File: src/rtl/mux_arbiter_pkg.sv
// Shared types and constants for the two-input arbitrating multiplexer.
// Holds the output-register state encoding, default data width and statistics counter width.
package mux_pkg;

   localparam int DATA_W = 5;
   localparam int CNT_W  = 8;

   typedef enum logic {
      EMPTY = 1'b0,
      FULL  = 1'b1
   } state_e;

   // Saturating increment used by the optional grant counters.
   function automatic logic [CNT_W-1:0] sat_inc(input logic [CNT_W-1:0] value);
      logic [CNT_W-1:0] result;
      if (value == {CNT_W{1'b1}}) begin
         result = value;
      end else begin
         result = value + {{(CNT_W-1){1'b0}}, 1'b1};
      end
      return result;
   endfunction

endpackage

File: src/rtl/mux_arbiter_if.sv
// Handshake bundle between two sources, the arbiter and the downstream sink.
// The slave modport is the arbiter view; the master modport is the environment view.
interface mux_arbiter_if #(parameter int n = 5);

   logic [n-1:0] in0;
   logic         in0_valid;
   logic         in0_ready;
   logic [n-1:0] in1;
   logic         in1_valid;
   logic         in1_ready;
   logic         sel;
   logic [n-1:0] mux_out;
   logic         out_valid;
   logic         out_ready;

   modport slave (
      input  in0, in0_valid, in1, in1_valid, out_ready,
      output in0_ready, in1_ready, sel, mux_out, out_valid
   );

   modport master (
      output in0, in0_valid, in1, in1_valid, out_ready,
      input  in0_ready, in1_ready, sel, mux_out, out_valid
   );

endinterface

File: src/rtl/mux_arbiter_multiplexor.sv
// Plain combinational 2:1 selector: sel_i = 0 passes in0_i, sel_i = 1 passes in1_i.
module Multiplexor #(parameter int n = 5) (
   input  logic [n-1:0] in0_i,
   input  logic [n-1:0] in1_i,
   input  logic         sel_i,
   output logic [n-1:0] out_o
);

   assign out_o = sel_i ? in1_i : in0_i;

endmodule

File: src/rtl/mux_arbiter.sv
// Round-robin arbiter feeding a one-entry registered output stage.
// Define MUX_ARBITER_STATS_EN to add saturating per-source grant counters.
module mux_arbiter
   import mux_pkg::*;
#(
   parameter int n = DATA_W
) (
   input  logic clk,
   input  logic rst,
   mux_arbiter_if.slave bus
`ifdef MUX_ARBITER_STATS_EN
   ,
   output logic [CNT_W-1:0] grant0_cnt,
   output logic [CNT_W-1:0] grant1_cnt
`endif
);

   state_e       state_q, state_d;
   logic [n-1:0] mux_out_q, mux_out_d;
   logic         last_q, last_d;
   logic         can_load_s;
   logic         sel_s;
   logic         xfer_s;
   logic [n-1:0] mux_y_s;

   Multiplexor #(.n(n)) u_mux (
      .in0_i (bus.in0),
      .in1_i (bus.in1),
      .sel_i (sel_s),
      .out_o (mux_y_s)
   );

   // Grant logic: alternate on contention, otherwise follow whichever source is valid.
   always_comb begin
      can_load_s = (state_q == EMPTY) | bus.out_ready;
      if (bus.in0_valid && bus.in1_valid) begin
         sel_s = ~last_q;
      end else if (bus.in1_valid) begin
         sel_s = 1'b1;
      end else begin
         sel_s = 1'b0;
      end
      xfer_s = can_load_s & (bus.in0_valid | bus.in1_valid) & ~rst;
   end

   assign bus.sel       = sel_s;
   assign bus.in0_ready = can_load_s & bus.in0_valid & ~sel_s & ~rst;
   assign bus.in1_ready = can_load_s & bus.in1_valid &  sel_s & ~rst;
   assign bus.mux_out   = mux_out_q;
   assign bus.out_valid = (state_q == FULL);

   // Next-state and data-path update for the output register.
   always_comb begin
      state_d   = state_q;
      mux_out_d = mux_out_q;
      last_d    = last_q;
      if (xfer_s) begin
         mux_out_d = mux_y_s;
         last_d    = sel_s;
      end else begin
         mux_out_d = mux_out_q;
         last_d    = last_q;
      end
      case (state_q)
         EMPTY: begin
            if (xfer_s) begin
               state_d = FULL;
            end else begin
               state_d = EMPTY;
            end
         end
         FULL: begin
            if (xfer_s) begin
               state_d = FULL;
            end else if (bus.out_ready) begin
               state_d = EMPTY;
            end else begin
               state_d = FULL;
            end
         end
         default: state_d = EMPTY;
      endcase
   end

   // State registers; last resets to 1 so in0 wins the first contention.
   always_ff @(posedge clk or posedge rst) begin
      if (rst) begin
         state_q   <= EMPTY;
         mux_out_q <= {n{1'b0}};
         last_q    <= 1'b1;
      end else begin
         state_q   <= state_d;
         mux_out_q <= mux_out_d;
         last_q    <= last_d;
      end
   end

`ifdef MUX_ARBITER_STATS_EN
   logic [CNT_W-1:0] grant0_cnt_q, grant1_cnt_q;

   // Per-source transfer counters, saturating at all-ones.
   always_ff @(posedge clk or posedge rst) begin
      if (rst) begin
         grant0_cnt_q <= {CNT_W{1'b0}};
         grant1_cnt_q <= {CNT_W{1'b0}};
      end else begin
         if (xfer_s && !sel_s) begin
            grant0_cnt_q <= sat_inc(grant0_cnt_q);
         end
         if (xfer_s && sel_s) begin
            grant1_cnt_q <= sat_inc(grant1_cnt_q);
         end
      end
   end

   assign grant0_cnt = grant0_cnt_q;
   assign grant1_cnt = grant1_cnt_q;
`endif

endmodule

File: src/flat_wrapper.sv
// flat-port wrapper written by rule: the top's interface ports become plain ports
module mux_arbiter_flat import mux_pkg::*;
#(
   parameter int n = DATA_W
)
  (clk, rst, bus_in0, bus_in0_valid, bus_in1, bus_in1_valid, bus_out_ready, bus_in0_ready, bus_in1_ready, bus_sel, bus_mux_out, bus_out_valid);
  mux_arbiter_if #(.n(n)) bus_i ();
  input  logic clk;
  input  logic rst;
  input wire logic [$bits(bus_i.in0)-1:0] bus_in0;
  input wire logic [$bits(bus_i.in0_valid)-1:0] bus_in0_valid;
  input wire logic [$bits(bus_i.in1)-1:0] bus_in1;
  input wire logic [$bits(bus_i.in1_valid)-1:0] bus_in1_valid;
  input wire logic [$bits(bus_i.out_ready)-1:0] bus_out_ready;
  output wire logic [$bits(bus_i.in0_ready)-1:0] bus_in0_ready;
  output wire logic [$bits(bus_i.in1_ready)-1:0] bus_in1_ready;
  output wire logic [$bits(bus_i.sel)-1:0] bus_sel;
  output wire logic [$bits(bus_i.mux_out)-1:0] bus_mux_out;
  output wire logic [$bits(bus_i.out_valid)-1:0] bus_out_valid;
  assign bus_i.in0 = bus_in0;
  assign bus_i.in0_valid = bus_in0_valid;
  assign bus_i.in1 = bus_in1;
  assign bus_i.in1_valid = bus_in1_valid;
  assign bus_i.out_ready = bus_out_ready;
  assign bus_in0_ready = bus_i.in0_ready;
  assign bus_in1_ready = bus_i.in1_ready;
  assign bus_sel = bus_i.sel;
  assign bus_mux_out = bus_i.mux_out;
  assign bus_out_valid = bus_i.out_valid;
  mux_arbiter #(.n(n)) u_core (.clk(clk), .rst(rst), .bus(bus_i));
endmodule
File: config.mk
export PLATFORM = sky130hd
export DESIGN_NAME = mux_arbiter_flat
export DESIGN_NICKNAME = d
export VERILOG_FILES = /design/src/rtl/mux_arbiter_pkg.sv /design/src/rtl/mux_arbiter_if.sv /design/src/rtl/mux_arbiter_multiplexor.sv /design/src/rtl/mux_arbiter.sv /design/src/flat_wrapper.sv
export SDC_FILE = /design/constraint.sdc
export NUM_CORES = 1
export LEC_CHECK = 0
export CORE_AREA = 2 2 39 41
export CTS_CLUSTER_SIZE = 24
export DETAILED_ROUTE_END_ITERATION = 10
export DIE_AREA = 0 0 41 43
export PLACE_DENSITY = 0.73
export SLEW_MARGIN = 40
export SYNTH_ARGS = -nofsm -noshare
export SYNTH_HDL_FRONTEND = slang
export SYNTH_SLANG_ARGS = --single-unit
File: constraint.sdc
create_clock -name clk -period 3.05 [get_ports clk]
set_input_delay 0.61 -clock clk [delete_from_list [all_inputs] [get_ports clk]]
set_output_delay 0.61 -clock clk [all_outputs]
set_load 0.05 [all_outputs]
======== Word level (Yosys, flattened, before mapping) ========
Index checks and enable logic that the tools add are counted.
word-level totals
  word-level logic and storage cells ...... 25
  output and inout bits ................... 9
  register bits after elaboration ......... 7
operators by class
  bitwise operators ....................... 14
  multiplexer cells ....................... 7
  reductions and logical operators ........ 1
operators by type and width
  cell                 number
  $and A1 B1 Y1        8
  $mux W1              5
  $mux W5              1
  $not A1 Y1           4
  $or A1 B1 Y1         2
  $pmux W1 S2          1
  $logic_and A1 B1 Y1  1

======== Depth between registers and ports, before layout ========
  word-level depth ........................ 6
  gate-level depth with buffers ........... 4
  gate-level depth less buffers ........... 3

======== Hierarchy ========
Synthesis repeated with hierarchy kept, for this count alone.
second synthesis, totals
  cell total of the unflattened synthesis .. 32
  area total of the unflattened synthesis .. 385.4 µm²
by module, submodules not included
  module       cells each  times used  area an instance (µm²)  seq. area each (µm²)
  mux_arbiter  27          1           329.1                   176.4
  Multiplexor  5           1           56.3                    0.0

======== Worst setup path after synthesis ========
OpenSTA, ideal clock, no wires.
  path type ............................... input to output
  start point ............................. input port bus_in1_valid
  end point ............................... output port bus_in1_ready
  setup slack ............................. 0.675 ns
  arrival ................................. 1.765 ns
  buffers on the path ..................... 0
  cell stages on the path ................. 2
  cell sequence ........................... a21boi_2 -> and3_1
between the ends
  cells in the longest elaborated chain, start to end .. 4
  elaborated cells between the ends (all ways) .. 6
ends and longest elaborated chain
  item                                                   line                                  source
  from (decl)                                            flat_wrapper.sv:13                    input wire logic [$bits(bus_i.in1_valid)-1:0] bus_in1_valid;
  $mux W1 / $logic_and A1 B1 Y1 (equally long branches)  mux_arbiter.sv:38, mux_arbiter.sv:36
  $mux W1                                                mux_arbiter.sv:36                     if (bus.in0_valid && bus.in1_valid) begin
  $and A1 B1 Y1 * (2 in series)                          mux_arbiter.sv:48                     assign bus.in1_ready = can_load_s & bus.in1_valid & sel_s & ~rst;
  to (decl)                                              flat_wrapper.sv:16                    output wire logic [$bits(bus_i.in1_ready)-1:0] bus_in1_ready;
Every way passes the cells marked *; elsewhere a longest branch is shown, timed or not.

======== Worst setup path after layout ========
Ends and elaborated chain as after synthesis.

==> impl_metrics.json <==
{
  "fp-row-count": 14,
  "ctsHoldBuffers": 0,
  "grtUsageTotal": 0.155,
  "synth_top_area_share": 0.363,
  "initial_core_util": 0.299,
  "crit_type": "primary input to output pin",
  "ir_drop_v": 0.000246,
  "finalCoreUtilization": 0.504,
  "cts_num_sinks": 7,
  "synthSimpleGateAreaFrac": 0.317,
  "synth_top_area_cell": "dfrtp_1",
  "power_uw": 395,
  "post_cts_resized": 0,
  "grt_max_degree": 11,
  "pin_count": 24,
  "synth.mux.area_fraction": 0,
  "seqPwrFrac": 0.319,
  "relSlewSlack": 0.668,
  "portBuffers": 23,
  "path_cells": "clkdlybuf4s50_1, a21boi_2, and3_1, buf_12",
  "synth_xor_area_frac": 0,
  "synth_common_cells": "6 x dfrtp_1, 6 x nor2_1, 5 x nand3_1, 5 x o221a_1, 2 x inv_1",
  "wl_um": 1080,
  "clk_latency_ns": 0.26,
  "path_buf_inv": 2,
  "post_cts_buffers": 0,
  "slew_violations": 0,
  "outcome": "complete, no violations",
  "vias": 413,
  "core_area_sq_um": 1380,
  "async_flop_share": 1.00,
  "timing.final.crit_share": 0.817,
  "synthCells": 39,
  "cp-end-kind": "output pin",
  "die_x_um": 41,
  "min_path_type": "register to register",
  "start_kind": "primary input",
  "crit_path_top_delay_cell": "clkdlybuf4s50_1",
  "num-nets-final": 81,
  "drive_gt1_frac": 0.200,
  "die_area_sq_um": 1760,
  "cp.required_ns": 2.44,
  "drtPass1Iterations": 4,
  "drc": 0,
  "ant_nets": 0,
  "yosysWarnings": 0,
  "antenna_found_initial": 0,
  "dp.cells": 77,
  "critPathMaxStageDelay_ns": 0.51,
  "die_h_um": 43,
  "fin_crit_ns": 2.49,
  "setup_tns_ns": 0,
  "setup_viol": 0,
  "clock_skew_ns": 0.00608,
  "cap_violations": 0,
  "clkTransAtPathRegs_ns": 0.05,
  "intPower_uw": 239,
  "synth_area_sq_um": 414,
  "max_freq_ghz": 0.401,
  "post_drt_wl_per_cell_um": 13.4,
  "layoutNonFillerInstCount": 81,
  "cts_buffers": 3,
  "synth_top_family_by_area": "simple AND/OR/NAND/NOR gates",
  "yosysSeqAreaShare": 0.426,
  "cts_root_buffer": "clkbuf_4",
  "ys_types": 20,
  "rsz0062_at_grt": "no",
  "vias_per_cell": 5.10,
  "p_per_area_nw_per_um2": 567,
  "finalHoldViolCount": 0,
  "p_sw_uw": 156,
  "gp_congestion": 0.778,
  "synth_fa_ha_area_frac": 0,
  "synth_area_per_cell_sq_um": 10.6,
  "critPathTopFamily": "buffers and inverters",
  "grt_pass1_wl_um": 1730,
  "synth_ff_type": "dfrtp_1",
  "cts_tree": "built",
  "clockPowerShare": 0.231,
  "critPathMaxFanout": 7,
  "ys_top_cells_by_area": "dfrtp_1 36%, o221a_1 14%, dfstp_2 6.3%, nand3_1 6.0%, nor2_1 5.4%",
  "synth_fp_nets": 54,
  "total_leakage_power_uw": 0.000281,
  "gr-total-overflow": 0,
  "dp_hpwl_um": 841,
  "clock_path_buffers": 2,
  "tightestPinTransition_ns": 0.496,
  "antenna_cells": 0,
  "first_iter_violations": 4,
  "htree_num_levels": 1,
  "arrival_ns": 1.88,
  "synth_edf_count": 0,
  "grt_pass1_vias": 403,
  "synth-compound-area-share": 0.193,
  "combinationalPowerShare": 0.450,
  "p_sw_frac": 0.395,
  "syn2layout_area_growth_pct": 68.3,
  "ys_seq_elements": 7,
  "whs_ns": 0.527
}
final cells by class:
type,count,area [sq um]
clock buffer,4,26.3
sequential,7,176
tap,16,20.0
multi-input combinational,28,211
timing repair buffer,24,255
inverter,2,7.51
fill,135,687
metal layers:
layer,vias to the layer above,global-route usage,part of all wire
li1,195,-,-
met4,0,0.120,0.042
met1,196,0.193,0.41
met5,-,0,0
met3,7,0.0471,0.041
met2,15,0.213,0.51
path summary, 6_finish.rpt:
check | cells past startpoint | start | slack (ns) | end
max in group asynchronous | 3 | rst | 2.01 | u_core.last_q$_DFFE_PP1P_
min in group asynchronous | 3 | rst | 0.76 | u_core.bus.mux_out[4]$_DFFE_PP0P_
worst max register to register | 3 | u_core.bus.out_valid$_DFF_PP0_ | 1.83 | u_core.bus.mux_out[3]$_DFFE_PP0P_
worst min-delay path | 1 | u_core.last_q$_DFFE_PP1P_ | 0.53 | u_core.last_q$_DFFE_PP1P_
worst min register to register | 1 | u_core.last_q$_DFFE_PP1P_ | 0.53 | u_core.last_q$_DFFE_PP1P_
worst max-delay path | 4 | bus_in1_valid | 0.56 | bus_in1_ready
power by group through the flow:
stage | Sequential (uW) | Clock (uW) | Combinational (uW)
after floorplan | 179 | 0 | 58.5
after global placement | 127 | 0 | 176
after detailed placement | 128 | 0 | 179
after CTS | 127 | 92.0 | 179
after global routing | 129 | 97.6 | 187
final | 126 | 91.2 | 178
worst reg2reg max path, stage by stage (launching register included):
cell      delay, ns
dfrtp_1        0.38
nand2b_1       0.29
nand3_4        0.17
o221a_1        0.27
flip-flops by register name, indices dropped and copies added, names as in the netlist:
name                  flops
u_core.bus.mux_out        5
u_core.bus.out_valid      1
u_core.last_q             1
kinds of logic after synthesis:
logic type	after synthesis
AO/OA/AOI/OAI	8
buffers and inverters	4
flip-flops	7
AND/OR/NAND/NOR	20
stage by stage:
| step | setup WS (ns) | instance area [sq um] |
|---|---|---|
| after global placement | 0.584 | 671 |
| after global routing | 0.477 | 697 |
| final | 0.559 | 697 |
| after floorplan | 0.675 | 414 |
| after detailed placement | 0.576 | 671 |
| after CTS | 0.569 | 697 |
placed cells by master (no fill, tap or decap), drive strengths merged:
master	n
a21boi	1
a21o	1
and3	1
buf	4
clkbuf	4
clkdlybuf4s50	20
dfrtp	6
dfstp	1
inv	2
nand2	1
nand2b	2
nand3	6
nor2	6
nor2b	2
nor3	2
o21ai	1
o221a	5
(Power assumes the default switching activity.)
